**src/rtl/hr_inject_if.sv**
```systemverilog
// Core-to-inject-queue handshake bundle: enqueue side from the core, injection
// side toward the HRnode local port, plus status flags.
interface hr_inject_if #(
    parameter int DEPTH  = 4,
    parameter int FLIT_W = 144
);
    localparam int CW = $clog2(DEPTH) + 1;

    logic              enq_i;
    logic [FLIT_W-1:0] enq_flit_i;
    logic              full_o;
    logic [CW-1:0]     count_o;
    logic [FLIT_W-1:0] inj_flit_o;
    logic              inj_ack_i;
    logic              ovf_o;
    logic              starve_o;

    modport slave (
        input  enq_i, enq_flit_i, inj_ack_i,
        output full_o, count_o, inj_flit_o, ovf_o, starve_o
    );

    modport master (
        output enq_i, enq_flit_i, inj_ack_i,
        input  full_o, count_o, inj_flit_o, ovf_o, starve_o
    );
endinterface

```
**src/rtl/hr_inject_queue.sv**
```systemverilog
// Circular flit queue between a core and an HRnode local input port, with a
// registered head flit, sticky overflow flag and head-starvation detection.
module hr_inject_queue #(
    parameter int         DEPTH      = 4,
    parameter int         FLIT_W     = 144,
    parameter int         VBIT       = 143,
    parameter logic [7:0] STARVE_LIM = 8'd15
) (
    input  logic       clk,
    input  logic       rst,
    hr_inject_if.slave bus
);
    localparam int PW = $clog2(DEPTH);
    localparam int CW = $clog2(DEPTH) + 1;

    logic [FLIT_W-1:0] mem [DEPTH];
    logic [PW-1:0]     head, tail, head_n, tail_n, head_inc;
    logic [CW-1:0]     count, count_n;
    logic [7:0]        wait_cnt, wait_n;
    logic [FLIT_W-1:0] out_q, out_n, flit_in;
    logic              ovf_q, starve_q, starve_n;
    logic              full, push, pop;

    assign full     = (count == CW'(DEPTH));
    assign head_inc = head + PW'(1);

    always_comb begin
        push     = bus.enq_i && !full;
        pop      = bus.inj_ack_i && (count != '0);
        flit_in  = bus.enq_flit_i;
        flit_in[VBIT] = 1'b1;
        head_n   = pop  ? head_inc : head;
        tail_n   = push ? tail + PW'(1) : tail;
        count_n  = count;
        if (push && !pop)
            count_n = count + CW'(1);
        else if (pop && !push)
            count_n = count - CW'(1);

        // Head register tracks the next head; on a pop from a single entry the
        // same-cycle enqueue is not in storage yet, so forward it directly.
        out_n = out_q;
        if (pop)
            out_n = (count > CW'(1)) ? mem[head_inc] : (push ? flit_in : '0);
        else if (count == '0 && push)
            out_n = flit_in;

        if (pop || count == '0)
            wait_n = '0;
        else if (wait_cnt == 8'hff)
            wait_n = wait_cnt;
        else
            wait_n = wait_cnt + 8'd1;

        starve_n = (count_n != '0) && (wait_n >= STARVE_LIM);
    end

    always_ff @(posedge clk or negedge rst) begin
        if (!rst) begin
            head     <= '0;
            tail     <= '0;
            count    <= '0;
            wait_cnt <= '0;
            out_q    <= '0;
            ovf_q    <= 1'b0;
            starve_q <= 1'b0;
        end else begin
            head     <= head_n;
            tail     <= tail_n;
            count    <= count_n;
            wait_cnt <= wait_n;
            out_q    <= out_n;
            starve_q <= starve_n;
            if (bus.enq_i && full)
                ovf_q <= 1'b1;
        end
    end

    // Storage is left uncleared on reset; the pointers alone define validity.
    always_ff @(posedge clk) begin
        if (push)
            mem[tail] <= flit_in;
    end

    assign bus.full_o     = full;
    assign bus.count_o    = count;
    assign bus.inj_flit_o = out_q;
    assign bus.ovf_o      = ovf_q;
    assign bus.starve_o   = starve_q;
endmodule
```
**src/flat_wrapper.sv**
```systemverilog
// flat-port wrapper written by rule: the top's interface ports become plain ports
module hr_inject_queue_flat 
#(
    parameter int         DEPTH      = 4,
    parameter int         FLIT_W     = 144,
    parameter int         VBIT       = 143,
    parameter logic [7:0] STARVE_LIM = 8'd15
)
  (clk, rst, bus_enq_i, bus_enq_flit_i, bus_inj_ack_i, bus_full_o, bus_count_o, bus_inj_flit_o, bus_ovf_o, bus_starve_o);
  hr_inject_if #(.DEPTH(DEPTH), .FLIT_W(FLIT_W)) bus_i ();
  input  logic clk;
  input  logic rst;
  input wire logic [$bits(bus_i.enq_i)-1:0] bus_enq_i;
  input wire logic [$bits(bus_i.enq_flit_i)-1:0] bus_enq_flit_i;
  input wire logic [$bits(bus_i.inj_ack_i)-1:0] bus_inj_ack_i;
  output wire logic [$bits(bus_i.full_o)-1:0] bus_full_o;
  output wire logic [$bits(bus_i.count_o)-1:0] bus_count_o;
  output wire logic [$bits(bus_i.inj_flit_o)-1:0] bus_inj_flit_o;
  output wire logic [$bits(bus_i.ovf_o)-1:0] bus_ovf_o;
  output wire logic [$bits(bus_i.starve_o)-1:0] bus_starve_o;
  assign bus_i.enq_i = bus_enq_i;
  assign bus_i.enq_flit_i = bus_enq_flit_i;
  assign bus_i.inj_ack_i = bus_inj_ack_i;
  assign bus_full_o = bus_i.full_o;
  assign bus_count_o = bus_i.count_o;
  assign bus_inj_flit_o = bus_i.inj_flit_o;
  assign bus_ovf_o = bus_i.ovf_o;
  assign bus_starve_o = bus_i.starve_o;
  hr_inject_queue #(.DEPTH(DEPTH), .FLIT_W(FLIT_W), .VBIT(VBIT), .STARVE_LIM(STARVE_LIM)) u_core (.clk(clk), .rst(rst), .bus(bus_i));
endmodule
```
**config.mk**
```make
export PLATFORM = sky130hd
export DESIGN_NAME = hr_inject_queue_flat
export DESIGN_NICKNAME = d
export VERILOG_FILES = /design/src/rtl/hr_inject_if.sv /design/src/rtl/hr_inject_queue.sv /design/src/flat_wrapper.sv
export SDC_FILE = /design/constraint.sdc
export NUM_CORES = 1
export LEC_CHECK = 0
export CAP_MARGIN = 20
export CORE_ASPECT_RATIO = 0.75
export CORE_MARGIN = 5
export CORE_UTILIZATION = 30
export DETAILED_ROUTE_END_ITERATION = 6
export PLACE_DENSITY = 0.6
export SYNTH_ARGS = -nofsm -noshare
export SYNTH_HDL_FRONTEND = slang
export SYNTH_SLANG_ARGS = --single-unit
```
**constraint.sdc**
```tcl
create_clock -name clk -period 6.5 [get_ports clk]
set_input_delay 0.65 -clock clk [delete_from_list [all_inputs] [get_ports clk]]
set_output_delay 0.65 -clock clk [all_outputs]
set_load 0.01 [all_outputs]
```
### Word-level counts from Yosys, hierarchy flattened

Memory sizes are Yosys's and may differ from the RTL's.
Index checks and enable logic that the tools add are counted.

| word-level totals | value |
|---|---|
| RAM bits | 572 |
| logic and storage cells | 42 |
| register bits after elaboration | 161 |
| memories kept | 1 |
| latch bits | 0 |
| output and inout bits | 150 |
| ROM bits | 0 |
| input bits | 148 |

Memory list:

| memory | depth | bits a word | rd ports | clocked after Yosys merged registers in | wr ports | line | text |
|---|---|---|---|---|---|---|---|
| u_core.mem | 4 | 143 | 1 | 0 | 1 | hr_inject_queue.sv:16 | `logic [FLIT_W-1:0] mem [DEPTH];` |

| cells by class | value |
|---|---|
| multiplexer cells | 10 |
| add/sub/neg operators | 5 |
| divide/modulo/power cells | 0 |
| reductions and logical operators | 15 |
| order comparisons | 2 |
| $mul | 0 |
| bitwise gates (word level) | 0 |
| shift operators | 0 |
| eq/ne operators | 2 |

Operators with widths:

| operator | count |
|---|---|
| 2-to-1 mux 144 bit | 4 |
| 2-to-1 mux 8 bit | 2 |
| adder 8 x 1 -> 8 bit (second input constant) | 1 |
| == test 8 bit (second input constant) | 1 |
| >= comparator 8 x 4 -> 1 bit (second input constant) | 1 |
| logical AND 1 bit | 7 |
| 2-to-1 mux 3 bit | 2 |
| nonzero test 3 bit | 2 |
| adder 2 x 1 -> 2 bit (second input constant) | 2 |
| adder 3 x 1 -> 3 bit (second input constant) | 1 |
| == test 3 bit (second input constant) | 1 |
| > comparator 3 x 1 -> 1 bit (second input constant) | 1 |
| zero test 1 bit | 3 |
| zero test 3 bit | 1 |
| subtractor 3 x 1 -> 3 bit (second input constant) | 1 |
| 2-to-1 mux 1 bit | 2 |
| nonzero test 2 bit | 1 |
| logical OR 1 bit | 1 |

### Logic depth before layout (Yosys ltp)

Gate-level depths: netlist of the first run.

| logic depth | value |
|---|---|
| word-level depth | 9 |
| depth in mapped cells | 11 |
| mapped depth without buffers | 7 |

### Worst setup path before layout of the first run

OpenSTA, ideal clock, no wires.

| timing path | value |
|---|---|
| kind | input to register |
| start point | input bus_enq_i |
| end point | memory u_core.mem[0][0] (netlist bit) (enable) |
| setup time | 0.520 ns |
| setup slack | 1.456 ns |
| path buffers | 2 |
| required time | 5.980 ns |
| data arrival time | 4.523 ns |
| cell stages on the path | 4 |
| path through | buf_2 a21boi_0 buf_2 and2_1 |

| on the way | value |
|---|---|
| longest elaborated chain between the ends | 3 |

RTL lines:

| what | line | text |
|---|---|---|
| start, declared | flat_wrapper.sv:13 | `input wire logic [$bits(bus_i.enq_i)-1:0] bus_enq_i;` |
| logical AND 1 bit | hr_inject_queue.sv:28 | `push = bus.enq_i && !full;` |
| 2-to-1 mux 1 bit | hr_inject_queue.sv:81 | `if (push)` |
| 2-to-1 mux 1 bit (not written as such) | hr_inject_queue.sv:82 | `mem[tail] <= flit_in;` |
| end, declared | hr_inject_queue.sv:16 |  |

No other way between the ends.

### Final worst setup path of the first run

| timing path | value |
|---|---|
| start point | register u_core.count[1] (netlist: u_core.bus.count_o[1]) |
| end point | register u_core.out_q[118] (netlist: u_core.bus.inj_flit_o[118]) |

| on the way | value |
|---|---|
| longest elaborated chain between the ends | 6 |
| elaborated cells on any way between the ends | 12 |
| those cells by class | 1 x order compare; 1 x eq/ne; 3 x mux; 7 x reduce/logical |

RTL lines:

| what | line | text |
|---|---|---|
| start, declared | hr_inject_queue.sv:18 | `logic [CW-1:0] count, count_n;` |
| start signal, assigned | hr_inject_queue.sv:70 | `count <= count_n;` |
| == test 3 bit | hr_inject_queue.sv:24 | `assign full = (count == CW'(DEPTH));` |
| zero test 1 bit | hr_inject_queue.sv:28 |  |
| logical AND 1 bit | hr_inject_queue.sv:28 |  |
| 2-to-1 mux 144 bit (2 in a row) | hr_inject_queue.sv:44 | `out_n = (count > CW'(1)) ? mem[head_inc] : (push ? flit_in : '0);` |
| 2-to-1 mux 144 bit | hr_inject_queue.sv:43 | `if (pop)` |
| end signal, assigned | hr_inject_queue.sv:72 | `out_q <= out_n;` |
| end, declared | hr_inject_queue.sv:20 | `logic [FLIT_W-1:0] out_q, out_n, flit_in;` |

Several ways; a longest one is shown, not always the timed one.
A chain may end at the register's enable or synchronous reset.

==> results.txt, run 1 <==
- In the final layout, the share of cells above drive strength 1 is 19.3%.
- TritonCTS clock tree: built
- Number of vias in the routed layout: 15,428
- The flow ran to the end, and the final reports show no timing, DRC or antenna violations.
* Wire length on met2: roughly 33,000 um
* Violation count after the first detailed-routing iteration: 1,027
- The startpoint identified for the worst hold timing path is u_core.bus.ovf_o.
* Core Footprint: a little over 0.09 sq mm
- Final setup slack of the worst path: approximately 3.4 ns
* Buffer depth of the longest clock path: 3
- Sequential elements use 74.7% of the synthesized area.
- Hold Path Cell Cnt: 1
- In the final timing run, aggregate negative setup slack is 0 ns.
- Final layout net count: 1,987
- The via count of the first global-routing pass came to 16,473.
- Setup repair after global routing left no endpoint under its margin.
* Pin slew with the least headroom to its limit: 1.07 ns
- Post-route clock skew: ~0.016 ns
- Syn Area/Cell: between 15 and 20 sq um
- The clock net in this run drives a total of approximately 730 sinks.
* Endpoint of the worst hold-timing path: u_core.bus.ovf_o
- Startpoint-to-endpoint class of the critical path: reg -> reg
- Row generation in the floorplan step produced 97 rows.
* Instance count on the critical path: 8
* Syn-to-layout area delta: 24.3%
* Antenna violations before repair: 15
- The worst pin sits at a relative slew slack of between 20% and 30%.
* Met3 routed wirelength: 5600 um
- Tot GR Track Use: 13.8%
* Initial DRT Pass Iterations: 5
- Inserted Clock Buffers: 76
* Width of the chip: 365 um
- Count of placed standard cells in the final layout, fillers left out: roughly 3,100
* Kind of cell adding the most delay to the critical path: simple AND/OR/NAND/NOR gates
* Syn Std Cell Area: between 0.02 and 0.03 sq mm
- For this design, the slowest cell found on the critical path is sky130_fd_sc_hd__and2_4.
- Max Used Layer: met5
* Final HPWL from detailed placement: 39,500 um
* Largest fanout of any net on the critical path: 77
- The first global-routing pass estimated 106,000 um of wire.
* Clk slew on worst S/H paths: about 0.06 ns
* Endpoint arrival time on the critical path: around 3.6 ns
* Largest net degree at the start of global routing: 112
* DRC errors left: 0
* Post-Place Cells: between 2,000 and 3,000
* Average wire per standard cell: between 20 and 25 um
- Cell Pwr Density: 463 mW/mm^2
- Buffers added to address setup during post-CTS repair amount to 0.
* Worst Reg-to-Reg Cells: 8
* Final weighted congestion in routability-driven placement: 0.761
- The die is 276 um tall.
* Share of the cycle needed by the critical path after routing: 47.0%
* Total count of max-transition violations in the final report: 0
* Area enclosed by the die boundary: 0.101 sq mm
- Critical Path Start Type: flip-flop
- Port-buffer cells: a little under 300
* Top-level I/O count: 298
- CTS Root Cell: sky130_fd_sc_hd__clkbuf_16
- Across the run, the number of max-cap violations was 0.
* Critical Path, Cell by Cell: inv_1, ha_1, nand2b_1, nand2_4, and2_4, buf_12, a221oi_1, nor2_1
* Post-DRT Antenna Nets: 0
- Cells after synthesis: 1,526
- The worst register-to-register path begins at u_core.bus.count_o[1].
- After layout, the minimum clock period comes to between 3 and 4 ns.
- Setup violations remaining at the end of the flow were counted as 0.
* Number of vias per cell: around 5
- Leakage: 11.8 nW
* Maximum cell stage delay along the critical path: 0.74 ns
- Total power for the finished layout comes to 0.0163 W.
* Post-route core utilization: 37.7%
- Worst R2R End: u_core.bus.inj_flit_o[118]
- The total overflow left after global routing is 0.
- During synthesis, Yosys emitted a total of 0 warnings.
* Peak clock frequency supported by timing: 327 MHz
- Min-delay worst type: reg -> reg
- Number of buffers added to fix hold violations after cts: 1
- IR analysis of the VDD net gives a maximum drop of 0.000250 V.
- Routed WL: 70,400 um
* Count of cells resized by post-cts repair: 0
- Mapped Nets: approximately 1,700
- Number of endpoints with negative hold slack in the final report: 0
* Insertion delay of the later-clocked pin in the worst-skew pair: between 0.6 and 0.7 ns
- Before CTS, the worst setup slack after placement is 2.89 ns.
- Post-synthesis sequential element count: 733
* Setup slack of the worst register-to-register path: 3.45 ns
- Depth of the CTS H-tree: 3
- Required time of the critical path: 7.03 ns
- Together, buffers and inverters on the worst path number 2.
- Endpoint type of the worst setup path: flip-flop
- For this configuration, the core starts out at a cell density of 30.3%.
* Met1 WL: 30,500 um
* Number of distinct library cells after synthesis: 42
-- worst max-delay path by stage --
| stage | startpoint | endpoint |
|---|---|---|
| finish | u_core.bus.count_o[1] | u_core.bus.inj_flit_o[118] |
| global placement | bus_enq_i | u_core.mem[3][28] |
| detailed placement | bus_enq_i | u_core.mem[3][28] |
| floorplan | bus_enq_i | u_core.mem[0][0] |
| global route | u_core.bus.count_o[1] | u_core.bus.inj_flit_o[118] |
| CTS | u_core.bus.count_o[1] | u_core.bus.inj_flit_o[118] |
-- area by class of cell --
| class | count | area (sq um) |
|---|---|---|
| clock inverters | 37 | 412 |
| diodes | 6 | 15.0 |
| clock buffers | 104 | 2150 |
| flip-flops and latches | 733 | 21200 |
| fillers | 8572 | 58300 |
| repair buffers | 327 | 3290 |
| multi-input cells | 687 | 6620 |
| inverters | 6 | 22.5 |
| well taps | 1237 | 1550 |
-- per-layer routing --
layer	GRT usage [%]	vias to the layer above
met5	0	-
met4	3.36	18
met3	4.50	104
li1	-	6709
met2	21.7	485
met1	18.6	8112
-- Yosys cell counts (all sizes together) --
cell type / instances / area (sq um)
clkbuf: 46 / 173
a22oi: 1 / 7.51
a21oi: 23 / 115
buf: 54 / 383
a21boi: 2 / 15.0
mux4: 143 / 3220
xnor2: 6 / 52.6
a211o: 1 / 8.76
and4: 3 / 26.3
o22ai: 1 / 6.26
o22a: 1 / 8.76
and2: 6 / 37.5
o21ai: 27 / 135
nand2b: 1 / 6.26
nand3b: 2 / 15.0
a21o: 3 / 22.5
dfrtp: 161 / 4030
nor3: 2 / 10.0
o211ai: 2 / 15.0
xor2: 1 / 8.76
inv: 6 / 22.5
o32a: 1 / 10.0
a211oi: 1 / 7.51
edfxtp: 572 / 17200
nor2: 280 / 1050
nand4b: 1 / 8.76
a311oi: 2 / 17.5
ha: 8 / 100
or3b: 1 / 8.76
and3: 3 / 18.8
a31oi: 3 / 18.8
nand2: 30 / 120
o31ai: 1 / 7.51
a221oi: 125 / 1470
nand3: 2 / 10.0
nor2b: 4 / 25.0
-- flip-flops by register name, summed over array words and instances, names as in the netlist --
signal                 cells
u_core.bus.count_o         3
u_core.bus.starve_o        1
u_core.head                2
u_core.mem               572
u_core.bus.inj_flit_o    144
u_core.tail                2
u_core.wait_cnt            8
u_core.bus.ovf_o           1
-- stage by stage --
| stage | hold WS, ns | cell area [sq um] |
|---|---|---|
| 5_1_grt | 0.510 | 35300 |
| 6_report | 0.467 | 35300 |
| 3_3_place_gp | 0.443 | 32700 |
| 4_1_cts | 0.477 | 35300 |
| 2_1_floorplan | 0.354 | 28400 |
| 3_5_place_dp | 0.460 | 32700 |
-- where the power goes --
group / internal [W] / leakage (nW) / switching [W]
sequential: 0.00631 / 7.09 / 0.000576
combinational: 0.00235 / 3.45 / 0.00264
clock: 0.00261 / 1.26 / 0.00182
total: 0.0113 / 11.8 / 0.00504
-- worst reg2reg max path: stages, from the launching register on --
cell	delay (ns)
sky130_fd_sc_hd__dfrtp_1	0.45
sky130_fd_sc_hd__inv_1	0.13
sky130_fd_sc_hd__ha_1	0.27
sky130_fd_sc_hd__nand2b_1	0.24
sky130_fd_sc_hd__nand2_4	0.22
sky130_fd_sc_hd__and2_4	0.74
sky130_fd_sc_hd__buf_12	0.53
sky130_fd_sc_hd__a221oi_1	0.23
sky130_fd_sc_hd__nor2_1	0.17
-- placed cells by master (no fill, tap or decap), drive strengths merged, types with 7 or more instances in the layout --
cell type | synthesis | layout
nand2 | 30 | 30
a21oi | 23 | 23
dfrtp | 161 | 161
buf | 54 | 31
o21ai | 27 | 27
clkbuf | 46 | 104
nor2 | 280 | 280
bufinv | 0 | 7
inv | 6 | 9
clkdlybuf4s50 | 0 | 295
a221oi | 125 | 125
clkinv | 0 | 24
mux4 | 143 | 143
ha | 8 | 8
edfxtp | 572 | 572
-- cells by family (layout without fill, tap and decap cells) --
group           count (synthesis)  after routing  share of synthesized area [%]
simple gates                  335            335                           4.72
mux                           143            143                           11.4
compound gates                194            194                           6.58
buf+inv                       106            474                           2.04
fa+ha+maj                       8              8                          0.353
xor+xnor                        7              7                          0.216
flops                         733            733                           74.7
other cells                     0              6                              0
Note: power is estimated with default switching activity, not from simulation.
==> run 2, diff against run 1 <==
==> constraint.sdc (replaced) <==
create_clock -name clk -period 2.9 [get_ports clk]
set_input_delay 0.29 -clock clk [delete_from_list [all_inputs] [get_ports clk]]
set_output_delay 0.29 -clock clk [all_outputs]
set_load 0.01 [all_outputs]
==> results.txt, run 2 (same netlist as run 1, synthesis figures left out) <==
- Leakage: between 10 and 15 nW
- Count of cells resized by post-cts repair: 0
* Required time of the critical path: 2.61 ns
* Flip-flop count of the largest register, all copies and words added: 572
- In this run, CTS created clock tree buffers numbering 77.
- After detailed routing, the total wire length is 71,800 um.
- Data arrives at the worst endpoint at ~2.2 ns.
- Critical Path, Cell by Cell: inv_1, ha_1, and2_1, clkdlybuf4s50_1
- The clock arrives with 0.0178 ns of skew.
* Commonest non-fill, non-tap cells in the layout: sky130_fd_sc_hd__edfxtp_1 (572), sky130_fd_sc_hd__clkdlybuf4s50_1 (295), sky130_fd_sc_hd__nor2_1 (279), sky130_fd_sc_hd__dfrtp_1 (159), sky130_fd_sc_hd__mux4_2 (143)
- Endpoint type of the worst setup path: primary output
- The critical path in this run is classified as reg -> out.
* Largest net degree at the start of global routing: 58
* Buffer depth of the longest clock path: 3
* Top-level I/O count: 298
- TritonCTS sink count: 733
- Routability-driven placement finished with a final weighted congestion of 0.765.
* Layout cells sized above 1: 20.2%
- Width of the chip: 365 um
* Post-route core utilization: 38.3%
- Tracing the worst setup path back leads to its startpoint at u_core.bus.count_o[1].
- Startpoint of the lowest-slack register-to-register path: u_core.bus.count_o[0]
* Insertion delay of the later-clocked pin in the worst-skew pair: 0.62 ns
* Initial DRT Pass Iterations: 7
* Core Footprint: 0.0936 sq mm
- The initial antenna violation count came to 19.
* Number of vias in the routed layout: ~16,000
* Post-DRT Antenna Nets: 0
- Setup violations remaining at the end of the flow were counted as 0.
- The number of max-slew violations in the final report was 0.
- Counting both buffers and inverters, the worst setup path holds a total of 2.
- Max-slew headroom at the worst pin: about three fifths
- First-pass GRT wire length: about 110,000 um
- Summed over all layers, the global routing overflow is 0.
- Peak clock frequency supported by timing: 401 MHz
- After clock tree synthesis, the clock-pin slew on the worst setup and hold paths is 0.06 ns.
- The clock tree synthesis step divided the H-tree into 3 levels.
* Violation count after the first detailed-routing iteration: 1,293
- DRC errors left: 0
- Tot Pwr: between 0.03 and 0.04 W
- The die covers 0.101 sq mm.
- Maximum cell stage delay along the critical path: 0.54 ns
- Share of the cycle needed by the critical path after routing: 86.1%
- Kind of cell adding the most delay to the critical path: buffers and inverters
- For the finished layout, the period the worst path requires is 2.50 ns.
* Final Cell Area: 0.0359 sq mm
- Row cnt: 97
- At the pin with the least slew margin, the transition time is 0.598 ns.
- The count of buffers added on input and output ports is 296.
- Run status: finished clean
- After legalization and detailed placement, the total HPWL measured 41,600 um.
- Across the run, the number of max-cap violations was 0.
- Tot GR Track Use: 14.1%
- CTS Root Cell: sky130_fd_sc_hd__clkbuf_16
- Top reg by flops: u_core.mem
- Number of endpoints with negative hold slack in the final report: 0
* Placed inst area: 0.0333 sq mm
- Most common library cell in the layout ignoring fill and taps: sky130_fd_sc_hd__edfxtp_1
- Largest fanout of any net on the critical path: 7
- Syn-to-layout area delta: 26.4%
* Min-delay worst type: in -> async
* TritonCTS clock tree: built
* Average wire per standard cell: 22.7 um
- The worst setup path is launched from a flip-flop.
- Cell Pwr Density: 1030 mW/mm^2
- Setup repair after global routing left no endpoint under its margin.
* CP max-delay cell: sky130_fd_sc_hd__clkdlybuf4s50_1
- The die is 276 um tall.
- The via count of the first global-routing pass was 16,962.
- Using the TritonRoute via totals, the vias-per-cell ratio works out to 4.97.
- Maximum resistive drop on vdd: ~0.00068 V
* Final layout net count: between 2,000 and 2,500
- Effective utilization at floorplan: a little under a third
[run 2: cell types whose count changed in the layout (fill, tap and decap cells not counted), sizes merged]
| cell | before | now |
|---|---|---|
| bufinv | 7 | 3 |
| clkbuf | 104 | 110 |
| diode | 6 | 5 |
| buf | 31 | 59 |
| inv | 9 | 8 |
| clkinv | 24 | 26 |
[run 2: area by class of cell]
class                           count  area (sq um)
Clock inverter                     34           280
Multi-Input combinational cell    687          6620
Inverter                            6          22.5
Tap cell                         1237          1550
Clock buffer                      110          2230
Sequential cell                   733         21200
Antenna cell                        5          12.5
Timing Repair Buffer              355          3950
Fill cell                        8476         57700
[run 2: through the flow]
| stage | TNS [ns] | worst slack, ns | hold slack, ns | instances |
|---|---|---|---|---|
| floorplan | -292.28 | -0.511 | -0.00559 | 1526 |
| global placement | 0 | 0.514 | 0.316 | 3017 |
| detailed placement | 0 | 0.446 | 0.311 | 3017 |
| CTS | 0 | 0.356 | 0.204 | 3162 |
| global route | 0 | 0.245 | 0.237 | 3162 |
| finish | 0 | 0.404 | 0.220 | 3167 |
[run 2: repair_timing]
| item | in CTS | in global routing |
|---|---|---|
| buffers inserted | 0 | 0 |
| hold buffers | 1 | 0 |
| hold endpoints to repair | 37 | 0 |
[run 2: where the power goes]
part	switching, W	internal (W)	total (W)
Combinational	0.00629	0.00578	0.0121
Sequential	0.00113	0.0141	0.0153
Clock	0.00404	0.00564	0.00968
[run 2: worst register-to-register path: stages (launching register included)]
cell	delay (ns)
sky130_fd_sc_hd__dfrtp_1	0.47
sky130_fd_sc_hd__inv_1	0.10
sky130_fd_sc_hd__ha_1	0.29
sky130_fd_sc_hd__nand2b_1	0.28
sky130_fd_sc_hd__nand2_4	0.16
sky130_fd_sc_hd__a21o_4	0.32
sky130_fd_sc_hd__buf_12	0.21
sky130_fd_sc_hd__a221oi_2	0.46
sky130_fd_sc_hd__nor2_1	0.08
[run 2: worst paths after layout]
| check | depth (start not counted) | slack [ns] | endpoint |
|---|---|---|---|
| max | 4 | 0.40 | bus_full_o |
| max reg2reg | 8 | 0.41 | u_core.bus.inj_flit_o[33] |
| min reg2reg | 1 | 0.46 | u_core.bus.ovf_o |
| min | 2 | 0.22 | u_core.bus.inj_flit_o[93] |
| min in group clk | 1 | 0.34 | u_core.mem[0][118] |
| max in group asynchronous | 3 | 1.90 | u_core.bus.inj_flit_o[98] |
[run 2: metal layers]
metal | track usage, % | up-vias | share of wire [%]
met1 | 18.4 | 8270 | 41
met2 | 22.2 | 533 | 47
li1 | - | 6758 | -
met4 | 3.99 | 28 | 2.7
met3 | 5.05 | 145 | 9.3
met5 | 0 | - | 0.27
